==> src/rtl/qenc_pkg.sv <==
// Shared constants and transition classifier for the quadrature encoder decoder.
// Forward Gray order is 00 -> 10 -> 11 -> 01 -> 00, written as {A,B}.
package qenc_pkg;

  localparam logic DIR_FWD = 1'b1;
  localparam logic DIR_REV = 1'b0;

  localparam logic [1:0] PH_00 = 2'b00;
  localparam logic [1:0] PH_10 = 2'b10;
  localparam logic [1:0] PH_11 = 2'b11;
  localparam logic [1:0] PH_01 = 2'b01;

  typedef enum logic [1:0] {
    CLS_NONE    = 2'd0,
    CLS_FWD     = 2'd1,
    CLS_REV     = 2'd2,
    CLS_ILLEGAL = 2'd3
  } qenc_cls_e;

  function automatic logic [1:0] qenc_fwd_next(input logic [1:0] ph);
    case (ph)
      PH_00:   return PH_10;
      PH_10:   return PH_11;
      PH_11:   return PH_01;
      default: return PH_00;
    endcase
  endfunction

  // A reverse move is a forward move seen from the other end.
  function automatic qenc_cls_e qenc_classify(input logic [1:0] prev, input logic [1:0] cur);
    if (cur == prev)                     return CLS_NONE;
    else if (cur == qenc_fwd_next(prev)) return CLS_FWD;
    else if (prev == qenc_fwd_next(cur)) return CLS_REV;
    else                                 return CLS_ILLEGAL;
  endfunction

endpackage

==> src/rtl/quad_encoder_ch.sv <==
// One quadrature channel: A/B synchroniser, optional glitch filter, x4 decoder,
// wrapping position counter and sticky error. Filter enabled by QENC_GLITCH_FILTER_EN.
module quad_encoder_ch
  import qenc_pkg::*;
#(
  parameter int CNT_W       = 16,
  parameter int SYNC_STAGES = 2,
  parameter int FILT_LEN    = 4
) (
  input  logic             clk_i,
  input  logic             rst_i,
  input  logic             a_i,
  input  logic             b_i,
  input  logic             clr_i,
  output logic             step_o,
  output logic             dir_o,
  output logic [CNT_W-1:0] count_o,
  output logic             err_o
);

  if (CNT_W < 2 || SYNC_STAGES < 2 || FILT_LEN < 2) begin : g_param_check
    $error("quad_encoder_ch: CNT_W, SYNC_STAGES and FILT_LEN must all be >= 2");
  end

  logic [SYNC_STAGES-1:0] a_sync_q, b_sync_q;
  logic [1:0]             s_sync, s_dec;

  always_ff @(posedge clk_i or posedge rst_i) begin
    if (rst_i) begin
      a_sync_q <= '0;
      b_sync_q <= '0;
    end else begin
      a_sync_q <= {a_sync_q[SYNC_STAGES-2:0], a_i};
      b_sync_q <= {b_sync_q[SYNC_STAGES-2:0], b_i};
    end
  end

  assign s_sync = {a_sync_q[SYNC_STAGES-1], b_sync_q[SYNC_STAGES-1]};

`ifdef QENC_GLITCH_FILTER_EN
  localparam int             FW        = $clog2(FILT_LEN);
  localparam logic [FW-1:0]  FILT_LAST = FW'(FILT_LEN - 2);

  logic [1:0]    cand_q, filt_q;
  logic [FW-1:0] stab_q;

  // Loading the candidate is the first equal sample, so forward after FILT_LEN-1 more.
  always_ff @(posedge clk_i or posedge rst_i) begin
    if (rst_i) begin
      cand_q <= '0;
      filt_q <= '0;
      stab_q <= '0;
    end else if (s_sync != cand_q) begin
      cand_q <= s_sync;
      stab_q <= '0;
    end else if (stab_q == FILT_LAST) begin
      filt_q <= cand_q;
    end else begin
      stab_q <= stab_q + 1'b1;
    end
  end

  assign s_dec = filt_q;
`else
  assign s_dec = s_sync;
`endif

  logic [1:0]       prev_q, prev_d;
  logic             primed_q, primed_d;
  logic             err_q, err_d;
  logic             step_q, step_d;
  logic             dir_q, dir_d;
  logic [CNT_W-1:0] cnt_q, cnt_d;

  always_comb begin
    prev_d   = prev_q;
    primed_d = primed_q;
    err_d    = err_q;
    dir_d    = dir_q;
    cnt_d    = cnt_q;
    step_d   = 1'b0;
    if (clr_i) begin
      cnt_d    = '0;
      err_d    = 1'b0;
      primed_d = 1'b0;
    end else if (!primed_q) begin
      prev_d   = s_dec;
      primed_d = 1'b1;
    end else begin
      // prev keeps tracking the input even while the error is latched.
      prev_d = s_dec;
      if (!err_q) begin
        case (qenc_classify(prev_q, s_dec))
          CLS_FWD: begin
            step_d = 1'b1;
            dir_d  = DIR_FWD;
            cnt_d  = cnt_q + 1'b1;
          end
          CLS_REV: begin
            step_d = 1'b1;
            dir_d  = DIR_REV;
            cnt_d  = cnt_q - 1'b1;
          end
          CLS_ILLEGAL: err_d = 1'b1;
          default: ;
        endcase
      end
    end
  end

  always_ff @(posedge clk_i or posedge rst_i) begin
    if (rst_i) begin
      prev_q   <= '0;
      primed_q <= 1'b0;
      err_q    <= 1'b0;
      step_q   <= 1'b0;
      dir_q    <= 1'b0;
      cnt_q    <= '0;
    end else begin
      prev_q   <= prev_d;
      primed_q <= primed_d;
      err_q    <= err_d;
      step_q   <= step_d;
      dir_q    <= dir_d;
      cnt_q    <= cnt_d;
    end
  end

  assign step_o  = step_q;
  assign dir_o   = dir_q;
  assign count_o = cnt_q;
  assign err_o   = err_q;

endmodule

==> src/rtl/quad_encoder_multi.sv <==
// NCH independent quadrature encoder channels with packed position counters.
// Optional per-channel glitch filter enabled by QENC_GLITCH_FILTER_EN.
module quad_encoder_multi
  import qenc_pkg::*;
#(
  parameter int NCH         = 2,
  parameter int CNT_W       = 16,
  parameter int SYNC_STAGES = 2,
  parameter int FILT_LEN    = 4
) (
  input  logic                 clk_i,
  input  logic                 rst_i,
  input  logic [NCH-1:0]       a_i,
  input  logic [NCH-1:0]       b_i,
  input  logic [NCH-1:0]       clr_i,
  output logic [NCH-1:0]       step_o,
  output logic [NCH-1:0]       dir_o,
  output logic [NCH*CNT_W-1:0] count_o,
  output logic [NCH-1:0]       err_o
);

  for (genvar i = 0; i < NCH; i++) begin : g_ch
    quad_encoder_ch #(
      .CNT_W       (CNT_W),
      .SYNC_STAGES (SYNC_STAGES),
      .FILT_LEN    (FILT_LEN)
    ) u_ch (
      .clk_i   (clk_i),
      .rst_i   (rst_i),
      .a_i     (a_i[i]),
      .b_i     (b_i[i]),
      .clr_i   (clr_i[i]),
      .step_o  (step_o[i]),
      .dir_o   (dir_o[i]),
      .count_o (count_o[i*CNT_W +: CNT_W]),
      .err_o   (err_o[i])
    );
  end

endmodule

==> config.mk <==
export PLATFORM = sky130hd
export DESIGN_NAME = quad_encoder_multi
export DESIGN_NICKNAME = d
export VERILOG_FILES = /design/src/rtl/qenc_pkg.sv /design/src/rtl/quad_encoder_ch.sv /design/src/rtl/quad_encoder_multi.sv
export SDC_FILE = /design/constraint.sdc
export NUM_CORES = 1
export LEC_CHECK = 0
export CORE_UTILIZATION = 53
export CTS_CLUSTER_SIZE = 14
export DETAILED_ROUTE_END_ITERATION = 10
export PLACE_DENSITY = 0.78
export SETUP_SLACK_MARGIN = 0.3
export SLEW_MARGIN = 10
export SYNTH_ARGS = -nofsm -noshare
export SYNTH_HDL_FRONTEND = slang
export SYNTH_HIERARCHICAL = 1
export SYNTH_SLANG_ARGS = --single-unit
==> constraint.sdc <==
create_clock -name clk_i -period 3.6 [get_ports clk_i]
set_input_delay 0.54 -clock clk_i [delete_from_list [all_inputs] [get_ports clk_i]]
set_output_delay 0.54 -clock clk_i [all_outputs]
set_load 0.05 [all_outputs]
Word-level counts from Yosys, hierarchy flattened
Cells that the tools add are included.
Word-level totals
  bits in registers: 52
  input bits: 8
  logic and storage cells: 124
Cells by class
  add/sub/neg operators: 4
  equality and inequality tests: 22
  multiplexer cells: 62
  bitwise operators: 4
  reduce and logical (&&, ||, !) cells: 16
Operators by type and width (number)
  $mux 16: 6
  $pmux 16 s2: 2
  $mux 2: 28
  $add 16x1->16 const B: 2
  $sub 16x1->16 const B: 2
  $eq 2x2->1 const B: 12
  $pmux 2 s3: 4
  $mux 1: 20
  $eq 2x2->1: 6
  $logic_not 2->1: 4
  $reduce_and 4->1: 2
  $reduce_bool 2->1: 4
  $reduce_and 3->1: 2
  $reduce_bool 3->1: 2
  $eq 2x1->1 const B: 2
  $ne 2x2->1 const B: 2
  $not 1->1: 4
  $pmux 1 s2: 2
  $reduce_or 2->1: 2

Depth between registers and ports, before layout
Gate-level depths: netlist of the first run.
  depth after elaboration: 25
  mapped depth: 18
  depth with buffers taken out: 14

Cells and area by module
Netlist of the first run, hierarchy kept.
By module, submodules not included
  quad_encoder_ch at g_ch[1].u_ch: instances 1, cells each 275, area an instance 2364.8 um^2, seq. area each 650.6 um^2
  quad_encoder_ch at g_ch[0].u_ch: instances 1, cells each 259, area an instance 2168.3 um^2, seq. area each 650.6 um^2

Worst setup path after synthesis of the first run
No wires, ideal clock.
  kind: reg2reg
  from: reg g_ch[1].u_ch.prev_q[1]
  to: reg g_ch[1].u_ch.cnt_q[12]
  setup time: 0.128 ns
  arrival time: 3.604 ns
  data required time: 3.472 ns
  slack: -0.132 ns
  stages on the path, launching flop included: 17
  period minus slack after synthesis: 3.732 ns
  path through: dfrtp_1 -> nand2_1 -> o21ai_0 -> o21ai_0 -> ha_1 -> buf_6 -> buf_2 -> buf_2 -> buf_1 -> xor2_1 -> ha_1 -> nor3b_1 -> o21ai_1 -> a21o_1 -> a221o_1 -> a21oi_1 -> mux2_1
On the way
  longest elaborated chain between the ends: 17
  elaborated cells on any way between the ends: 25
  classes of those cells: eq/ne: 7; mux: 15; reduce/logical: 3
Ends and longest elaborated chain
  from (decl): RTL line quad_encoder_ch.sv:68  | logic [1:0] prev_q, prev_d;
  from (signal assigned): RTL line quad_encoder_ch.sv:120  | prev_q <= prev_d;
  $eq 2x2->1 / $logic_not 2->1 (equally long branches): RTL line qenc_pkg.sv:21  | case (ph)
  $pmux 2 s3: RTL line qenc_pkg.sv:21
  $mux 2: RTL line qenc_pkg.sv:31  | if (cur == prev) return CLS_NONE;
  $mux 2: RTL line quad_encoder_ch.sv:92  | if (!err_q) begin
  $mux 2: RTL line quad_encoder_ch.sv:86  | end else if (!primed_q) begin
  $mux 2: RTL line quad_encoder_ch.sv:82  | if (clr_i) begin
  $eq 2x2->1: RTL line qenc_pkg.sv:32  | else if (cur == qenc_fwd_next(prev)) return CLS_FWD;
  $mux 2: RTL line qenc_pkg.sv:32
  $mux 2 (*): RTL line qenc_pkg.sv:31
  $mux 2 (*): RTL line quad_encoder_ch.sv:92
  $mux 2 (*): RTL line quad_encoder_ch.sv:86
  $mux 2 (*): RTL line quad_encoder_ch.sv:82
  $eq 2x2->1 / $eq 2x1->1 (equally long branches): RTL line quad_encoder_ch.sv:93  | case (qenc_classify(prev_q, s_dec))
  $pmux 16 s2: RTL line quad_encoder_ch.sv:93
  $mux 16: RTL line quad_encoder_ch.sv:92
  $mux 16: RTL line quad_encoder_ch.sv:86
  $mux 16: RTL line quad_encoder_ch.sv:82
  to (signal assigned): RTL line quad_encoder_ch.sv:125  | cnt_q <= cnt_d;
  to (decl): RTL line quad_encoder_ch.sv:73  | logic [CNT_W-1:0] cnt_q, cnt_d;
Mark *: on every way between the ends. The rest lies on a longest branch, timed or not. The select of a mux whose other input is x is not followed.
A chain may end at the register's enable or synchronous reset.

Final worst setup path of the first run
  from: reg g_ch[1].u_ch.prev_q[1]
  to: reg g_ch[1].u_ch.cnt_q[15]
The elaborated chain is that of the path after synthesis.

==> results of run 1 <==
cell usage in the layout (no fill, tap or decap), types with 5 or more instances in the layout:
master,n
sky130_fd_sc_hd__nor3b_1,7
sky130_fd_sc_hd__xor2_1,5
sky130_fd_sc_hd__nor3_1,8
sky130_fd_sc_hd__nor2b_1,16
sky130_fd_sc_hd__a21o_1,7
sky130_fd_sc_hd__mux2_1,6
sky130_fd_sc_hd__o21ai_0,26
sky130_fd_sc_hd__ha_1,11
sky130_fd_sc_hd__o211ai_1,7
sky130_fd_sc_hd__and2_1,5
sky130_fd_sc_hd__dfrtp_1,52
sky130_fd_sc_hd__o21ai_2,7
sky130_fd_sc_hd__o21ai_1,8
sky130_fd_sc_hd__nand3_1,18
sky130_fd_sc_hd__mux2i_1,7
sky130_fd_sc_hd__a21oi_1,44
sky130_fd_sc_hd__and3_1,5
sky130_fd_sc_hd__nand2_1,20
sky130_fd_sc_hd__buf_4,12
sky130_fd_sc_hd__nand4_1,8
sky130_fd_sc_hd__a211oi_1,10
sky130_fd_sc_hd__clkdlybuf4s50_1,45
sky130_fd_sc_hd__o21a_1,5
sky130_fd_sc_hd__inv_1,16
sky130_fd_sc_hd__clkbuf_8,6
sky130_fd_sc_hd__or3_1,9
sky130_fd_sc_hd__nand2b_1,6
sky130_fd_sc_hd__xnor2_1,17
sky130_fd_sc_hd__a22oi_1,5
sky130_fd_sc_hd__nor2_1,51
worst max-delay path: cells and delay by family (launching register included):
kind	cells	cell delay [ns]
and+or+nand+nor	2	0.16
muxes	3	0.76
DFF	1	0.46
adders and majority gates	2	0.60
buffers and inverters	1	0.23
AOI/OAI and AO/OA	4	0.84
logic make-up (layout without fill, tap and decap cells):
kind of cell	after synthesis	in the layout	share of synthesized area, %
DFF	52	52	28.7
buffers and inverters	65	84	8.45
AOI/OAI and AO/OA	178	178	27.6
xor gates and xnor gates	22	22	4.25
adders and majority gates	14	14	3.86
muxes	19	19	4.58
and+or+nand+nor	184	184	22.5
area by class of cell:
type	instances	area share, %
flip-flops and latches	52	25.6
inverters	18	1.33
clock inverters	2	0.345
clock buffers	6	1.63
well taps	105	2.59
repair buffers	58	11.0
multi-input cells	417	57.5
per-layer routing:
layer / GRT usage (%) / part of all wire (%) / vias up
met1: 34.7 / 45 / 2064
met4: 6.31 / 1.2 / 0
met2: 43.1 / 49 / 150
met5: 0 / 0 / -
met3: 3.62 / 5.1 / 12
li1: - / - / 2010
worst paths after layout:
check / from / endpoint / cells past startpoint
max: g_ch[1].u_ch/prev_q[1] / g_ch[1].u_ch/count_o[15] / 12
min in group asynchronous: rst_i / g_ch[0].u_ch/count_o[9] / 2
min reg2reg: g_ch[1].u_ch/b_sync_q[0] / g_ch[1].u_ch/b_sync_q[1] / 0
max in group asynchronous: rst_i / g_ch[1].u_ch/count_o[10] / 2
max reg2reg: g_ch[1].u_ch/prev_q[1] / g_ch[1].u_ch/count_o[15] / 12
min: g_ch[1].u_ch/b_sync_q[0] / g_ch[1].u_ch/b_sync_q[1] / 0
power groups by stage:
stage / Combinational [uW] / Sequential (uW) / Clock (uW)
after global placement: 942 / 762 / 0
after global routing: 1070 / 773 / 404
final: 989 / 759 / 371
after floorplan: 630 / 877 / 0
after CTS: 968 / 755 / 383
after detailed placement: 958 / 767 / 0
state kept, by name, indices dropped and copies added, names as in the netlist:
signal and count:
g_ch.u_ch/step_o 2, g_ch.u_ch/a_sync_q 4, g_ch.u_ch/count_o 32, g_ch.u_ch/prev_q 4, g_ch.u_ch/dir_o 2, g_ch.u_ch/b_sync_q 4, g_ch.u_ch/primed_q 2, g_ch.u_ch/err_o 2
per-stage QoR:
stage | total power (uW) | setup slack (ns) | hold slack [ns] | util [%]
after floorplan | 1510 | 0.309 | 0.331 | -
after global placement | 1700 | 0.405 | 0.333 | 59.6
after detailed placement | 1720 | 0.254 | 0.336 | 59.6
after CTS | 2110 | 0.314 | 0.359 | 61.0
after global routing | 2250 | 0.297 | 0.372 | 61.5
final | 2120 | 0.459 | 0.358 | 61.5
what timing repair did:
item,in CTS,in global routing
gates resized for setup,2,8
hold buffers,0,0
endpoints found under the setup margin,1,13
setup buffers,0,0
pin swaps,0,2
==> impl_results.html, run 1 <==
<table>
<tr><th>Metric</th><th>Value</th></tr>
<tr><th colspan="2">Clocking</th></tr>
<tr><td>Total number of H-tree levels</td><td>2</td></tr>
<tr><td>Maximum clock insertion buffer count</td><td>2</td></tr>
<tr><td>Clock tree from TritonCTS</td><td>yes</td></tr>
<tr><td>Cts bufs inserted</td><td>5</td></tr>
<tr><td>Clock net sink count</td><td>52</td></tr>
<tr><td>Clock latency on the worst-skew pair</td><td>0.31 ns</td></tr>
<tr><td>Clock transition at the registers of the reported paths</td><td>0.10 ns</td></tr>
<tr><td>Root Buffer Master</td><td>sky130_fd_sc_hd__clkbuf_8</td></tr>
<tr><th colspan="2">STA</th></tr>
<tr><td>Final worst path period need</td><td>3.14 ns</td></tr>
<tr><td>Final setup viols</td><td>0</td></tr>
<tr><td>Number of max-slew violations in the final report</td><td>0</td></tr>
<tr><td>Final hold viol count</td><td>0</td></tr>
<tr><td>Setup TNS</td><td>0 ns</td></tr>
<tr><td>Fin Clk Skew</td><td>0.00999 ns</td></tr>
<tr><td>Headroom to the max-slew limit</td><td>29.2%</td></tr>
<tr><td>Pin slew with the least headroom to its limit</td><td>1.05 ns</td></tr>
<tr><td>Unrepaired setup endpoints after global routing</td><td>true</td></tr>
<tr><td>FMAX</td><td>0.318 GHz</td></tr>
<tr><td>Final period util</td><td>87.2%</td></tr>
<tr><th colspan="2">Placed design</th></tr>
<tr><td>Final weighted congestion of routability-driven global placement</td><td>0.919</td></tr>
<tr><td>Number of buffer cells added on primary ports</td><td>45</td></tr>
<tr><td>Final HPWL DP</td><td>7890 um</td></tr>
<tr><td>Number of instances in the placed design</td><td>650</td></tr>
<tr><td>Area of placed instances</td><td>0.00492 mm^2</td></tr>
<tr><th colspan="2">Yosys</th></tr>
<tr><td>Share of async-settable or async-resettable flops after synthesis</td><td>100%</td></tr>
<tr><td>Most frequent cell after synthesis</td><td>sky130_fd_sc_hd__dfrtp_1</td></tr>
<tr><td>Warning count from the yosys run</td><td>6</td></tr>
<tr><td>Cell type with the highest aggregate area in the netlist</td><td>sky130_fd_sc_hd__dfrtp_1</td></tr>
<tr><td>Sequential share of the synthesized area</td><td>28.7%</td></tr>
<tr><td>Flip-flop and latch count after synthesis</td><td>52</td></tr>
<tr><td>Share of the synthesized area in the top cell type</td><td>28.7%</td></tr>
<tr><td>Synthesized area</td><td>0.00453 mm^2</td></tr>
<tr><td>Count of flip-flops with a built-in enable after synthesis</td><td>0</td></tr>
<tr><td>Synth Area per Inst</td><td>8.49 um^2</td></tr>
<tr><td>Post-synth cell types</td><td>83</td></tr>
<tr><td>Most used DFF post-synth</td><td>sky130_fd_sc_hd__dfrtp_1</td></tr>
<tr><td>Largest cells by area after synthesis</td><td>sky130_fd_sc_hd__dfrtp_1 (29%), sky130_fd_sc_hd__a21oi_1 (4.9%), sky130_fd_sc_hd__nor2_1 (4.2%), sky130_fd_sc_hd__ha_1 (3.9%), sky130_fd_sc_hd__o21ai_0 (3.3%)</td></tr>
<tr><td>Synthesized instance count</td><td>534</td></tr>
<tr><td>List of most frequent post-synthesis cells</td><td>sky130_fd_sc_hd__dfrtp_1 (52), sky130_fd_sc_hd__nor2_1 (51), sky130_fd_sc_hd__a21oi_1 (44), sky130_fd_sc_hd__o21ai_0 (30), sky130_fd_sc_hd__nand2_1 (20)</td></tr>
<tr><td>Syn_nets</td><td>556</td></tr>
<tr><th colspan="2">Power and ir drop</th></tr>
<tr><td>Relative contribution of combinational cells to total power</td><td>46.7%</td></tr>
<tr><td>Switching part of the total power</td><td>44.2%</td></tr>
<tr><td>Clock network fraction of total power</td><td>17.5%</td></tr>
<tr><td>Seq pwr share</td><td>35.8%</td></tr>
<tr><td>P_leak</td><td>0.00206 uW</td></tr>
<tr><td>Peak supply drop</td><td>0.000347 V</td></tr>
<tr><td>Power spent charging and discharging nets</td><td>937 uW</td></tr>
<tr><td>Internal power</td><td>1180 uW</td></tr>
<tr><td>Pwr dens</td><td>417 mW/mm^2</td></tr>
<tr><th colspan="2">GRT</th></tr>
<tr><td>Via count of the first global-routing pass</td><td>3,819</td></tr>
<tr><td>Total routing resource utilization after global routing</td><td>25.6%</td></tr>
<tr><td>Antenna violations before repair</td><td>0</td></tr>
<tr><td>Wire length of the first global-routing pass</td><td>18,400 um</td></tr>
<tr><td>Maximum number of pins on one net before global-route repair</td><td>39</td></tr>
<tr><td>Overflow left after global routing</td><td>0</td></tr>
<tr><th colspan="2">Detailed routing</th></tr>
<tr><td>Wire per inst</td><td>17.1 um</td></tr>
<tr><td>Total detailed-routing wirelength</td><td>11,200 um</td></tr>
<tr><td>Vias per cell</td><td>6.44</td></tr>
<tr><td>Number of remaining DRC errors</td><td>0</td></tr>
<tr><td>Antenna viol nets, final</td><td>0</td></tr>
<tr><td>Starting DRC count in detailed routing</td><td>287</td></tr>
<tr><td>Via Count</td><td>4,236</td></tr>
<tr><td>Detailed-router iteration count before antenna repair</td><td>5</td></tr>
<tr><th colspan="2">Finish</th></tr>
<tr><td>Storage element area</td><td>0.00130 mm^2</td></tr>
<tr><td>Final #Nets</td><td>574</td></tr>
<tr><td>Combined area of the multi-input logic cells</td><td>0.00292 mm^2</td></tr>
<tr><td>Share of layout cells above drive strength 1</td><td>11.6%</td></tr>
<tr><td>Post-route standard cell area excluding fillers</td><td>0.00508 mm^2</td></tr>
<tr><td>Antenna cell count</td><td>0</td></tr>
<tr><td>Fill cell count</td><td>728</td></tr>
<tr><td>Filler-free cell count of the finished design</td><td>658</td></tr>
<tr><td>Synthesis-to-layout area growth</td><td>12.0%</td></tr>
<tr><th colspan="2">Worst setup path</th></tr>
<tr><td>Worst-path cell with the longest stage delay</td><td>sky130_fd_sc_hd__dfrtp_1</td></tr>
<tr><td>Worst setup path category</td><td>reg -&gt; reg</td></tr>
<tr><td>CP peak stage delay</td><td>0.46 ns</td></tr>
<tr><td>R2R setup slack</td><td>0.46 ns</td></tr>
<tr><td>Highest net fanout along the worst path</td><td>38</td></tr>
<tr><td>Cell breakdown of the critical path</td><td>nand2_1 -&gt; o21ai_0 -&gt; o21ai_2 -&gt; ha_4 -&gt; buf_12 -&gt; ha_1 -&gt; a21oi_1 -&gt; o31ai_4 -&gt; mux2i_1 -&gt; nor2_1 -&gt; mux2i_1 -&gt; mux2_1</td></tr>
<tr><td>Critical path arrival</td><td>3.34 ns</td></tr>
<tr><td>CP most frequent cell</td><td>sky130_fd_sc_hd__mux2i_1</td></tr>
<tr><td>Critical path launch point type</td><td>flop</td></tr>
<tr><td>Capturing element type of the critical path</td><td>flop</td></tr>
<tr><td>Required @ worst endpoint</td><td>3.80 ns</td></tr>
<tr><th colspan="2">Job</th></tr>
<tr><td>Max-cap check violation count</td><td>0</td></tr>
<tr><th colspan="2">Status</th></tr>
<tr><td>Outcome</td><td>finished, final reports clean</td></tr>
<tr><th colspan="2">Die</th></tr>
<tr><td>Standard-cell row count</td><td>33</td></tr>
<tr><td>Horiz. Die Dim</td><td>94.5 um</td></tr>
<tr><td>Initial cell density of the core</td><td>54.9%</td></tr>
<tr><td>Vert. Die Dim</td><td>94.5 um</td></tr>
<tr><td>Number of I/O pins</td><td>46</td></tr>
<tr><td>Floorplan Core Area</td><td>0.00826 mm^2</td></tr>
<tr><td>Die area</td><td>0.00893 mm^2</td></tr>
<tr><th colspan="2">Min path</th></tr>
<tr><td>Classification of the worst-slack hold path</td><td>reg -&gt; reg</td></tr>
</table>
(Power assumes the default switching activity.)
==> run 2, diff against run 1 <==
CORE_MARGIN = 8   (was not set)
==> impl_results.html, run 2 (synthesized netlist as in run 1, its figures left out) <==
<table>
<tr><th>Metric</th><th>Value</th></tr>
<tr><th colspan="2">Worst setup path</th></tr>
<tr><td>Reg2Reg Launch Point</td><td>g_ch[1].u_ch/prev_q[1]</td></tr>
<tr><td>Highest net fanout along the worst path</td><td>18</td></tr>
<tr><td>Worst setup path category</td><td>reg -&gt; reg</td></tr>
<tr><td>Critical path arrival</td><td>3.35 ns</td></tr>
<tr><td>CP Launch Point</td><td>g_ch[1].u_ch/prev_q[1]</td></tr>
<tr><td>Critical path launch point type</td><td>flop</td></tr>
<tr><td>Required @ worst endpoint</td><td>3.81 ns</td></tr>
<tr><td>Capturing element type of the critical path</td><td>flop</td></tr>
<tr><th colspan="2">Finish</th></tr>
<tr><td>Most frequent cells in the layout</td><td>sky130_fd_sc_hd__dfrtp_1 (52), sky130_fd_sc_hd__nor2_1 (51), sky130_fd_sc_hd__clkdlybuf4s50_1 (45)</td></tr>
<tr><td>Final #Nets</td><td>573</td></tr>
<tr><td>Post-route standard cell area excluding fillers</td><td>0.00504 mm^2</td></tr>
<tr><td>Share of layout cells above drive strength 1</td><td>11.1%</td></tr>
<tr><td>Antenna cell count</td><td>0</td></tr>
<tr><td>Max reg flops</td><td>32</td></tr>
<tr><td>Commonest non-fill, non-tap cell in the layout</td><td>sky130_fd_sc_hd__dfrtp_1</td></tr>
<tr><td>Fill cell count</td><td>754</td></tr>
<tr><td>Synthesis-to-layout area growth</td><td>11.2%</td></tr>
<tr><th colspan="2">GRT</th></tr>
<tr><td>Wire length of the first global-routing pass</td><td>19,500 um</td></tr>
<tr><td>Overflow left after global routing</td><td>0</td></tr>
<tr><td>Maximum number of pins on one net before global-route repair</td><td>30</td></tr>
<tr><td>Total routing resource utilization after global routing</td><td>20.0%</td></tr>
<tr><td>Antenna violations before repair</td><td>0</td></tr>
<tr><td>Via count of the first global-routing pass</td><td>3,989</td></tr>
<tr><th colspan="2">Detailed routing</th></tr>
<tr><td>Starting DRC count in detailed routing</td><td>440</td></tr>
<tr><td>Detailed-router iteration count before antenna repair</td><td>5</td></tr>
<tr><td>Vias per cell</td><td>6.40</td></tr>
<tr><td>Total detailed-routing wirelength</td><td>11,800 um</td></tr>
<tr><td>Length of routed wiring on met1</td><td>5070 um</td></tr>
<tr><td>Met3 Routed Length</td><td>835 um</td></tr>
<tr><td>DR WL met2</td><td>5720 um</td></tr>
<tr><td>Uppermost routed layer</td><td>met4</td></tr>
<tr><td>Antenna viol nets, final</td><td>0</td></tr>
<tr><td>Number of remaining DRC errors</td><td>0</td></tr>
<tr><td>Wire per inst</td><td>17.9 um</td></tr>
<tr><td>Via Count</td><td>4,205</td></tr>
<tr><th colspan="2">STA</th></tr>
<tr><td>Final setup viols</td><td>0</td></tr>
<tr><td>Final worst path period need</td><td>3.14 ns</td></tr>
<tr><td>Number of max-slew violations in the final report</td><td>0</td></tr>
<tr><td>Final period util</td><td>87.2%</td></tr>
<tr><td>Headroom to the max-slew limit</td><td>26.0%</td></tr>
<tr><td>Unrepaired setup endpoints after global routing</td><td>true</td></tr>
<tr><td>FMAX</td><td>0.318 GHz</td></tr>
<tr><td>Final hold viol count</td><td>0</td></tr>
<tr><td>Fin Clk Skew</td><td>0.0189 ns</td></tr>
<tr><td>Setup TNS</td><td>0 ns</td></tr>
<tr><td>Pin slew with the least headroom to its limit</td><td>1.11 ns</td></tr>
<tr><th colspan="2">Min path</th></tr>
<tr><td>Classification of the worst-slack hold path</td><td>reg -&gt; reg</td></tr>
<tr><td>Worst min-delay path startpoint</td><td>g_ch[0].u_ch/a_sync_q[0]</td></tr>
<tr><th colspan="2">Power and ir drop</th></tr>
<tr><td>Power spent charging and discharging nets</td><td>953 uW</td></tr>
<tr><td>Relative contribution of combinational cells to total power</td><td>46.6%</td></tr>
<tr><td>P_leak</td><td>0.00203 uW</td></tr>
<tr><td>Total chip power</td><td>2110 uW</td></tr>
<tr><td>Peak supply drop</td><td>0.000260 V</td></tr>
<tr><td>Pwr dens</td><td>419 mW/mm^2</td></tr>
<tr><td>Seq pwr share</td><td>36.0%</td></tr>
<tr><td>Internal power</td><td>1160 uW</td></tr>
<tr><td>Switching part of the total power</td><td>45.2%</td></tr>
<tr><td>Clock network fraction of total power</td><td>17.4%</td></tr>
<tr><th colspan="2">Clocking</th></tr>
<tr><td>Clock transition at the registers of the reported paths</td><td>0.10 ns</td></tr>
<tr><td>Clock net sink count</td><td>52</td></tr>
<tr><td>Total setup buffers inserted after CTS</td><td>0</td></tr>
<tr><td>Total number of H-tree levels</td><td>2</td></tr>
<tr><td>Maximum clock insertion buffer count</td><td>2</td></tr>
<tr><td>Clock latency on the worst-skew pair</td><td>0.33 ns</td></tr>
<tr><td>Clock tree from TritonCTS</td><td>yes</td></tr>
<tr><td>Root Buffer Master</td><td>sky130_fd_sc_hd__clkbuf_8</td></tr>
<tr><td>Cts bufs inserted</td><td>5</td></tr>
<tr><th colspan="2">Die</th></tr>
<tr><td>Standard-cell row count</td><td>33</td></tr>
<tr><td>Number of I/O pins</td><td>46</td></tr>
<tr><td>Horiz. Die Dim</td><td>108 um</td></tr>
<tr><td>Vert. Die Dim</td><td>108 um</td></tr>
<tr><td>Floorplan Core Area</td><td>0.00826 mm^2</td></tr>
<tr><td>Die area</td><td>0.0118 mm^2</td></tr>
<tr><td>Initial cell density of the core</td><td>54.9%</td></tr>
<tr><th colspan="2">Placed design</th></tr>
<tr><td>Number of buffer cells added on primary ports</td><td>45</td></tr>
<tr><td>Final HPWL DP</td><td>8290 um</td></tr>
<tr><td>Final weighted congestion of routability-driven global placement</td><td>0.903</td></tr>
<tr><td>Area of placed instances</td><td>0.00490 mm^2</td></tr>
<tr><th colspan="2">Status</th></tr>
<tr><td>Outcome</td><td>finished, final reports clean</td></tr>
<tr><th colspan="2">Job</th></tr>
<tr><td>Max-cap check violation count</td><td>0</td></tr>
</table>
==> run 2: area by class of cell <==
cell class	count	area, um^2	share of cell area [%]
clock inverter	3	27.5	0.546
sequential	52	1300	25.8
inverter	18	67.6	1.34
clock buffer	5	68.8	1.37
multi-input combinational	417	2900	57.5
tap	105	131	2.61
timing repair buffer	57	544	10.8
==> run 2: metal layers <==
layer | vias to the layer above | track usage, %
met4 | 0 | 4.01
li1 | 1996 | -
met1 | 2050 | 25.9
met3 | 12 | 3.63
met2 | 147 | 34.0
met5 | - | 0
==> run 2: repair_timing <==
item / CTS / global route
gates resized for setup: 0 / 8
hold endpoints to repair: 0 / 0
hold buffers: 0 / 0
endpoints found under the setup margin: 0 / 13
==> run 2: worst max-delay path, cell delays in order (launching register included) <==
cell and delay [ns]:
sky130_fd_sc_hd__dfrtp_1 0.46, sky130_fd_sc_hd__nand2_1 0.10, sky130_fd_sc_hd__o21ai_0 0.11, sky130_fd_sc_hd__o21ai_2 0.29
sky130_fd_sc_hd__ha_4 0.24, sky130_fd_sc_hd__buf_4 0.23, sky130_fd_sc_hd__and2b_4 0.23, sky130_fd_sc_hd__a32oi_2 0.40
sky130_fd_sc_hd__a2111oi_0 0.17, sky130_fd_sc_hd__a311oi_1 0.42, sky130_fd_sc_hd__mux2i_1 0.14, sky130_fd_sc_hd__a31o_1 0.23
==> run 2: metrics by stage <==
stage	utilization, %	hold slack [ns]	instances	setup WS [ns]
final	61.0	0.354	657	0.459
after global routing	61.0	0.366	657	0.296
after CTS	60.5	0.360	657	0.341
after global placement	59.4	0.332	649	0.495
after floorplan	-	0.331	534	0.309
after detailed placement	59.4	0.336	649	0.364
==> run 2: power groups by stage <==
| stage | combinational [uW] | clock, uW | sequential (uW) |
|---|---|---|---|
| after floorplan | 630 | 0 | 877 |
| after global placement | 935 | 0 | 764 |
| after detailed placement | 960 | 0 | 767 |
| after CTS | 964 | 379 | 756 |
| after global routing | 1070 | 391 | 773 |
| final | 984 | 366 | 759 |
==> run 2: final timing paths <==
kind                                             to  slack [ns]  cells past startpoint
min in group asynchronous    g_ch[0].u_ch/prev_q[0]        0.79                      2
hold reg to reg            g_ch[0].u_ch/a_sync_q[1]        0.35                      0
hold / removal             g_ch[0].u_ch/a_sync_q[1]        0.35                      0
setup / recovery           g_ch[1].u_ch/count_o[14]        0.46                     11
setup reg to reg           g_ch[1].u_ch/count_o[14]        0.46                     11
max in group asynchronous  g_ch[1].u_ch/count_o[12]        2.10                      2
==> run 3, diff against run 2 <==
CAP_MARGIN = 5   (was not set)
==> results of run 3 <==
Same layout as run 2: the final DEF is identical, and so are final timing and power.
